[src/rtl/id_ex_operand_stage.sv]
// ID/EX pipeline register and operand-resolution stage of the 16-bit core.
// Captures register-file read data and decode controls, applies write-back
// bypass at capture, forwards EX/MEM and WB results into the EX operands,
// and flags load-use hazards so the front end can hold IF/ID for a cycle.
module id_ex_operand_stage #(
    parameter int DATA_W = 16,
    parameter int ADDR_W = 4
) (
    input  logic              clk,
    input  logic              rst_n,
    input  logic              stall,
    input  logic              flush,
    input  logic              id_valid,
    input  logic [ADDR_W-1:0] id_src1_addr,
    input  logic [ADDR_W-1:0] id_src2_addr,
    input  logic              id_use_src2,
    input  logic [DATA_W-1:0] rf_rdata1,
    input  logic [DATA_W-1:0] rf_rdata2,
    input  logic [ADDR_W-1:0] id_dst_addr,
    input  logic              id_we,
    input  logic              id_is_load,
    input  logic [DATA_W-1:0] id_imm,
    input  logic              id_use_imm,
    input  logic              exm_valid,
    input  logic              exm_we,
    input  logic [ADDR_W-1:0] exm_addr,
    input  logic [DATA_W-1:0] exm_data,
    input  logic              wb_we,
    input  logic [ADDR_W-1:0] wb_addr,
    input  logic [DATA_W-1:0] wb_data,
    output logic              ex_valid,
    output logic [DATA_W-1:0] ex_op1,
    output logic [DATA_W-1:0] ex_op2,
    output logic [ADDR_W-1:0] ex_dst_addr,
    output logic              ex_we,
    output logic              ex_is_load,
    output logic              load_use_hazard
);

    localparam logic [ADDR_W-1:0] R0 = {ADDR_W{1'b0}};
    localparam logic [DATA_W-1:0] ZERO = {DATA_W{1'b0}};

    // Stage registers and their next-state values
    logic              valid_q,   valid_d;
    logic              we_q,      we_d;
    logic              is_load_q, is_load_d;
    logic [ADDR_W-1:0] dst_q,     dst_d;
    logic [ADDR_W-1:0] src1_q,    src1_d;
    logic [ADDR_W-1:0] src2_q,    src2_d;
    logic [DATA_W-1:0] raw1_q,    raw1_d;
    logic [DATA_W-1:0] raw2_q,    raw2_d;
    logic [DATA_W-1:0] imm_q,     imm_d;
    logic              use_imm_q, use_imm_d;

    logic              hazard_s;

    // Value seen in ID for a source: R0 is zero, a same-edge WB write wins
    // over the register file (which still returns the old value this cycle).
    function automatic logic [DATA_W-1:0] id_bypass(
        input logic [ADDR_W-1:0] src,
        input logic [DATA_W-1:0] rdata,
        input logic              wb_we_a,
        input logic [ADDR_W-1:0] wb_addr_a,
        input logic [DATA_W-1:0] wb_data_a
    );
        logic [DATA_W-1:0] res;
        if (src == R0) begin
            res = ZERO;
        end else if (wb_we_a && (wb_addr_a == src)) begin
            res = wb_data_a;
        end else begin
            res = rdata;
        end
        return res;
    endfunction

    // EX operand resolution: youngest producer (EX/MEM) first, then WB.
    function automatic logic [DATA_W-1:0] ex_forward(
        input logic [ADDR_W-1:0] src,
        input logic [DATA_W-1:0] raw,
        input logic              exm_fwd_a,
        input logic [ADDR_W-1:0] exm_addr_a,
        input logic [DATA_W-1:0] exm_data_a,
        input logic              wb_we_a,
        input logic [ADDR_W-1:0] wb_addr_a,
        input logic [DATA_W-1:0] wb_data_a
    );
        logic [DATA_W-1:0] res;
        if (src == R0) begin
            res = ZERO;
        end else if (exm_fwd_a && (exm_addr_a == src)) begin
            res = exm_data_a;
        end else if (wb_we_a && (wb_addr_a == src)) begin
            res = wb_data_a;
        end else begin
            res = raw;
        end
        return res;
    endfunction

    assign ex_valid    = valid_q;
    assign ex_we       = we_q & valid_q;
    assign ex_is_load  = is_load_q & valid_q;
    assign ex_dst_addr = dst_q;

    // Load in EX whose result a following ID instruction needs; flush kills it
    always_comb begin
        hazard_s = 1'b0;
        if (flush) begin
            hazard_s = 1'b0;
        end else begin
            hazard_s = id_valid & ex_valid & ex_is_load & ex_we & (dst_q != R0) &
                       ((dst_q == id_src1_addr) | (id_use_src2 & (dst_q == id_src2_addr)));
        end
    end

    assign load_use_hazard = hazard_s;

    // Forward the freshest value of each source into the EX operands
    always_comb begin
        ex_op1 = ex_forward(src1_q, raw1_q, exm_valid & exm_we, exm_addr, exm_data,
                            wb_we, wb_addr, wb_data);
        if (use_imm_q) begin
            ex_op2 = imm_q;
        end else begin
            ex_op2 = ex_forward(src2_q, raw2_q, exm_valid & exm_we, exm_addr, exm_data,
                                wb_we, wb_addr, wb_data);
        end
    end

    // Next-state selection: flush > stall (with WB refresh) > bubble > capture
    always_comb begin
        valid_d   = valid_q;
        we_d      = we_q;
        is_load_d = is_load_q;
        dst_d     = dst_q;
        src1_d    = src1_q;
        src2_d    = src2_q;
        raw1_d    = raw1_q;
        raw2_d    = raw2_q;
        imm_d     = imm_q;
        use_imm_d = use_imm_q;
        if (flush) begin
            valid_d   = 1'b0;
            we_d      = 1'b0;
            is_load_d = 1'b0;
        end else if (stall) begin
            // A held instruction must not keep a value WB overwrites meanwhile
            if (wb_we && (wb_addr != R0) && (wb_addr == src1_q)) begin
                raw1_d = wb_data;
            end else begin
                raw1_d = raw1_q;
            end
            if (wb_we && (wb_addr != R0) && (wb_addr == src2_q)) begin
                raw2_d = wb_data;
            end else begin
                raw2_d = raw2_q;
            end
        end else if (hazard_s) begin
            valid_d   = 1'b0;
            we_d      = 1'b0;
            is_load_d = 1'b0;
        end else begin
            valid_d   = id_valid;
            we_d      = id_we;
            is_load_d = id_is_load;
            dst_d     = id_dst_addr;
            src1_d    = id_src1_addr;
            src2_d    = id_src2_addr;
            raw1_d    = id_bypass(id_src1_addr, rf_rdata1, wb_we, wb_addr, wb_data);
            raw2_d    = id_bypass(id_src2_addr, rf_rdata2, wb_we, wb_addr, wb_data);
            imm_d     = id_imm;
            use_imm_d = id_use_imm;
        end
    end

    // Stage register bank
    always_ff @(posedge clk or negedge rst_n) begin
        if (!rst_n) begin
            valid_q   <= 1'b0;
            we_q      <= 1'b0;
            is_load_q <= 1'b0;
            dst_q     <= R0;
            src1_q    <= R0;
            src2_q    <= R0;
            raw1_q    <= ZERO;
            raw2_q    <= ZERO;
            imm_q     <= ZERO;
            use_imm_q <= 1'b0;
        end else begin
            valid_q   <= valid_d;
            we_q      <= we_d;
            is_load_q <= is_load_d;
            dst_q     <= dst_d;
            src1_q    <= src1_d;
            src2_q    <= src2_d;
            raw1_q    <= raw1_d;
            raw2_q    <= raw2_d;
            imm_q     <= imm_d;
            use_imm_q <= use_imm_d;
        end
    end

endmodule

[config.mk]
export PLATFORM = sky130hd
export DESIGN_NAME = id_ex_operand_stage
export DESIGN_NICKNAME = d
export VERILOG_FILES = /design/src/rtl/id_ex_operand_stage.sv
export SDC_FILE = /design/constraint.sdc
export NUM_CORES = 1
export LEC_CHECK = 0
export ABC_AREA = 1
export CAP_MARGIN = 20
export CORE_ASPECT_RATIO = 0.9
export CORE_MARGIN = 2
export CORE_UTILIZATION = 43
export CTS_BUF_LIST = sky130_fd_sc_hd__clkbuf_8
export DETAILED_ROUTE_END_ITERATION = 6
export DONT_BUFFER_PORTS = 1
export SYNTH_ARGS = -nofsm -noshare
export SYNTH_HDL_FRONTEND = slang
export SYNTH_SLANG_ARGS = --single-unit
[constraint.sdc]
create_clock -name clk -period 2 [get_ports clk]
set_input_delay 0.2 -clock clk [delete_from_list [all_inputs] [get_ports clk]]
set_output_delay 0.2 -clock clk [all_outputs]
set_load 0.005 [all_outputs]
== Word-level counts from Yosys, hierarchy flattened ==
Index checks and enable logic that the tools add are counted.

* Muxes and demuxes: 27
* Equal/unequal tests: 12
* Bitwise logic cells: 13
* Reductions and logical operators: 18

{| class="wikitable"
|+ Operator list
! operator !! count
|-
| two-way mux 16 bit || 17
|-
| equality test 4 bit || 8
|-
| logical NOT 4 bit || 4
|-
| two-way mux 1 bit || 10
|-
| bitwise AND 1 bit || 9
|-
| logical AND 1 bit || 9
|-
| AND reduction 3 bit || 3
|-
| nonzero test 4 bit || 2
|-
| != test 2 x 1 -> 1 bit (second input constant) || 3
|-
| NOT 1 bit || 3
|-
| != test 2 bit (second input constant) || 1
|-
| OR 1 bit || 1
|}

* Output and inout bits: 40
* Register bits after elaboration: 64
* Word-level logic and storage cells: 80
* Bits of input ports: 112

== Depth between registers and ports, before layout ==
* Word-level depth: 9
* Depth in mapped cells: 12
* Gate-level depth less buffers: 11

== Worst setup path before layout ==
Ideal clock, no wire load.

* Kind: register to output
* Start point: reg src1_q[1]
* End point: out ex_op1[10]
* Path slack: 0.461 ns
* Cell stages (with the launch flop): 10
* Data required time: 1.800 ns
* Data arrival time: 1.339 ns
* Buffers on the path: 1
* Cell sequence: dfrtp_1 xor2_1 nor2_1 nand3_2 inv_2 buf_4 nand2_1 nand3_1 nand2_1 inv_1

* Longest elaborated chain between the ends: 5
* Elaborated cells on any way between the ends: 8
* Those cells by class: 2 x eq/ne; 3 x mux; 3 x reduce/logical

{| class="wikitable"
|+ Ends and longest elaborated chain
! element !! RTL line !! text
|-
| start: declaration || 48 || <nowiki>logic [ADDR_W-1:0] src1_q, src1_d;</nowiki>
|-
| start signal: assignment || 195 || <nowiki>src1_q <= src1_d;</nowiki>
|-
| equality test 4 bit || 93 || <nowiki>end else if (wb_we_a && (wb_addr_a == src)) begin</nowiki>
|-
| logical AND 1 bit || 93 ||
|-
| two-way mux 16 bit || 93 ||
|-
| two-way mux 16 bit || 91 || <nowiki>end else if (exm_fwd_a && (exm_addr_a == src)) begin</nowiki>
|-
| two-way mux 16 bit * || 89 || <nowiki>if (src == R0) begin</nowiki>
|-
| end: declaration || 32 || <nowiki>output logic [DATA_W-1:0] ex_op1,</nowiki>
|}

Mark *: on every way between the ends. The rest lies on a longest branch, timed or not.

== Worst setup path in the final report ==
* Start point: reg src2_q[1]
* End point: out ex_op2[11]

* Longest elaborated chain between the ends: 6
* Elaborated cells on any way between the ends: 9
* Those cells by class: 2 x eq/ne; 4 x mux; 3 x reduce/logical

{| class="wikitable"
|+ Ends and longest elaborated chain
! element !! RTL line !! text
|-
| start: declaration || 49 || <nowiki>logic [ADDR_W-1:0] src2_q, src2_d;</nowiki>
|-
| start signal: assignment || 196 || <nowiki>src2_q <= src2_d;</nowiki>
|-
| equality test 4 bit || 93 ||
|-
| logical AND 1 bit || 93 ||
|-
| two-way mux 16 bit || 93 ||
|-
| two-way mux 16 bit || 91 ||
|-
| two-way mux 16 bit * || 89 ||
|-
| two-way mux 16 bit * || 123 || <nowiki>if (use_imm_q) begin</nowiki>
|-
| end: declaration || 33 || <nowiki>output logic [DATA_W-1:0] ex_op2,</nowiki>
|}

Marks and branches as above.

==> flow_metrics.py <==
metrics = {
    "status": {
        "outcome": "complete, but fails checks",
        "violations": "negative setup slack",
    },
    "sta": {
        "fin_crit_ns": 2.062,
        "rsz0062_at_grt": "true",
        "finClkSkew_ns": 0.01548,
        "hold_violations": 0,
        "setup_viol": 16,
        "period_share_pct": 103.1,
        "slew_violations": 0,
        "fin_ws_ns": -0.06246,
        "tightest_slew_ns": 0.5212,
        "max_freq_mhz": 484.9,
        "max-slew-margin-rel_pct": 65.22,
    },
    "power_and_ir_drop": {
        "internal-power_mw": 2.409,
        "pwr-share-seq_pct": 42.3,
        "leakagePower_nw": 3.261,
        "combPwrFrac_pct": 31.2,
        "power-per-cell-area_nw_per_um2": 661.1,
        "p_sw_mw": 1.399,
        "p_clk_share_pct": 26.5,
        "max-vdd-ir-drop_mv": 0.3297,
        "total_power_mw": 3.808,
        "p_sw_share_pct": 36.74,
    },
    "worst_hold_path": {
        "min_path_type": "in -> reg",
    },
    "detailed_routing": {
        "ant_nets": 0,
        "wl_per_cell_um": 16.96,
        "first_iter_violations": 424,
        "vias_per_cell": 5.261,
        "drtPass1Iterations": 6,
        "drc_errors": 0,
        "wirelength_um": 17100,
        "vias": 5303,
    },
    "setup_path": {
        "worst_ep_required_time_ns": 1.80,
        "arrival_ns": 1.86,
        "cp_max_fo": 16,
        "worstSetupPathType": "reg -> out",
        "start_kind": "flip-flop",
        "end_kind": "primary output",
    },
    "cts": {
        "cts.path.max_buffers": 2,
        "cts_tree": "yes",
        "cts-root-buf": "clkbuf_8",
        "path_clk_slew_ns": 0.08,
        "cts_num_sinks": 64,
        "numCtsBuffers": 9,
        "cts.htree.levels": 3,
        "clk_latency_ns": 0.35,
    },
    "grt": {
        "grtUsageTotal_pct": 26.63,
        "antenna_found_initial": 0,
        "grt_pass1_wl_um": 25130,
        "first_global_vias": 4809,
        "grt_max_degree": 65,
        "gr-total-overflow": 0,
    },
    "synth": {
        "syn_inst": 830,
        "yosysWarnings": 0,
        "synthArstFlopShare_pct": 100.0,
        "synth_area_um2": 4915,
        "synth_top_cell_area_share_pct": 32.59,
        "synth-seq-cells": 64,
        "synth_top_cell_by_area": "dfrtp_1",
        "synth.yosys.seq_area_share_pct": 32.59,
        "synth-main-ff-cell": "dfrtp_1",
        "ys_types": 25,
        "synth-edff-count": 0,
        "synth_nets": 942,
        "synth_most_common_cell": "nand2_1",
        "synth_area_per_cell_um2": 5.921,
        "yosys-top-cells-count": "nand2_1 (363), nor2_1 (116), nand3_1 (94)",
        "synthTopCellsByArea": "dfrtp_1 (33%), nand2_1 (28%), nand3_1 (9.6%), nor2_1 (8.9%), inv_1 (5.0%)",
    },
    "floorplan": {
        "dieArea_um2": 12300,
        "initial_core_util_pct": 43.51,
        "die_w_um": 116.7,
        "coreArea_um2": 11300,
        "io_pins": 152,
        "row_count": 37,
        "die_h_um": 105.4,
    },
    "finish": {
        "drive_above_1_share_pct": 13.38,
        "fill_cells": 1222,
        "syn_to_final_growth_pct": 17.18,
        "final_nets": 959,
        "diodes": 0,
        "final_cells": 1008,
        "final_util_pct": 50.99,
    },
    "placed_design": {
        "port_buffers": 0,
        "gp_congestion": 0.8272,
        "dpl.cell_count": 963,
        "dp_worst_setup_slack_ns": 0.2612,
        "hpwl_um": 11390,
    },
    "flow_run": {
        "cap_violations": 0,
    },
}
worst paths after layout:
path                       slack [ns]            start    endpoint  cells past startpoint
min in group asynchronous        0.40            rst_n   raw1_q[0]                      2
max reg2reg                      0.11        src1_q[0]   raw1_q[7]                      9
min                            0.0004  id_src1_addr[3]   src1_q[3]                      2
max in group asynchronous        1.28            rst_n   src1_q[2]                      2
max                             -0.06        src2_q[1]  ex_op2[11]                      7
min reg2reg                      0.47        imm_q[12]   imm_q[12]                      2
layer usage:
layer	vias to the layer above	global-route usage, %	share of wire, %
met3	14	6.498	8.0
met1	2472	37.68	45
met5	-	0	0
met4	0	6.555	1.0
li1	2584	-	-
met2	233	40.96	46
sequential cells by signal (all words and copies together), names as in the netlist:
register,flops
imm_q,16
raw1_q,16
raw2_q,16
ex_dst_addr,4
src1_q,4
src2_q,4
ex_valid,1
is_load_q,1
use_imm_q,1
we_q,1
power groups by stage:
stage          Sequential [mW]  Clock (mW)  Combinational (mW)
2_1_floorplan             1.59           0               0.803
6_report                  1.61        1.01                1.19
5_1_grt                   1.64        1.07                1.34
3_5_place_dp              1.63           0                1.01
3_3_place_gp              1.62           0               0.988
4_1_cts                   1.61        1.02                1.08
kinds of logic after synthesis:
family                 Yosys count  share of synthesized area (%)
AND/OR/NAND/NOR                591                          49.01
buffers and inverters          109                          10.01
flip-flops                      64                          32.59
AO/OA/AOI/OAI                   46                          4.837
XOR/XNOR                        20                          3.564
worst max-delay path: stages, from the launching register on:
cell and delay [ns]:
dfrtp_1 0.43, xor2_1 0.16, a21oi_1 0.17, nand3_2 0.20, clkbuf_16 0.25, nand3_1 0.09
nand2_1 0.09, nand2_1 0.11
metrics by stage:
step	cell area, um2	hold WS, ns	TNS (ns)
finish	5759	0.0003663	-0.6455
CTS	5381	0.00002989	0
detailed placement	5026	-0.09179	0
global route	5759	0.002770	-3.446
floorplan	4915	-0.09559	0
global placement	5026	-0.09172	0
placed cells by master, fill, tap and decap left out, types with 10 or more instances in the layout:
cell type	count
dfrtp_1	58
nor2_1	97
nand2_1	344
inv_1	64
nand2_2	22
buf_4	19
clkbuf_8	10
nor2_2	19
xor2_1	15
a21oi_1	35
nand3_1	91
dlygate4sd3_1	15
final cells by class:
class                           count  area [um2]  area share, %
Sequential cell                    64        1609          27.94
Multi-Input combinational cell    657        2982          51.77
Tap cell                          156       195.2          3.389
Inverter                           69       271.5          4.714
Clock buffer                       10       137.6          2.390
Clock inverter                      6       28.78         0.4997
Timing Repair inverter              1       5.005        0.08690
Timing Repair Buffer               45       530.5          9.211
repair_timing:
item	4_1_cts	5_1_grt
hold endpoints to repair	76	2
setup endpoints to repair	32	33
pin swaps	1	29
setup buffers	2	7
cloned	0	4
hold buffers	14	2
resized for setup	5	74
Note: power is estimated with default switching activity, not from simulation.
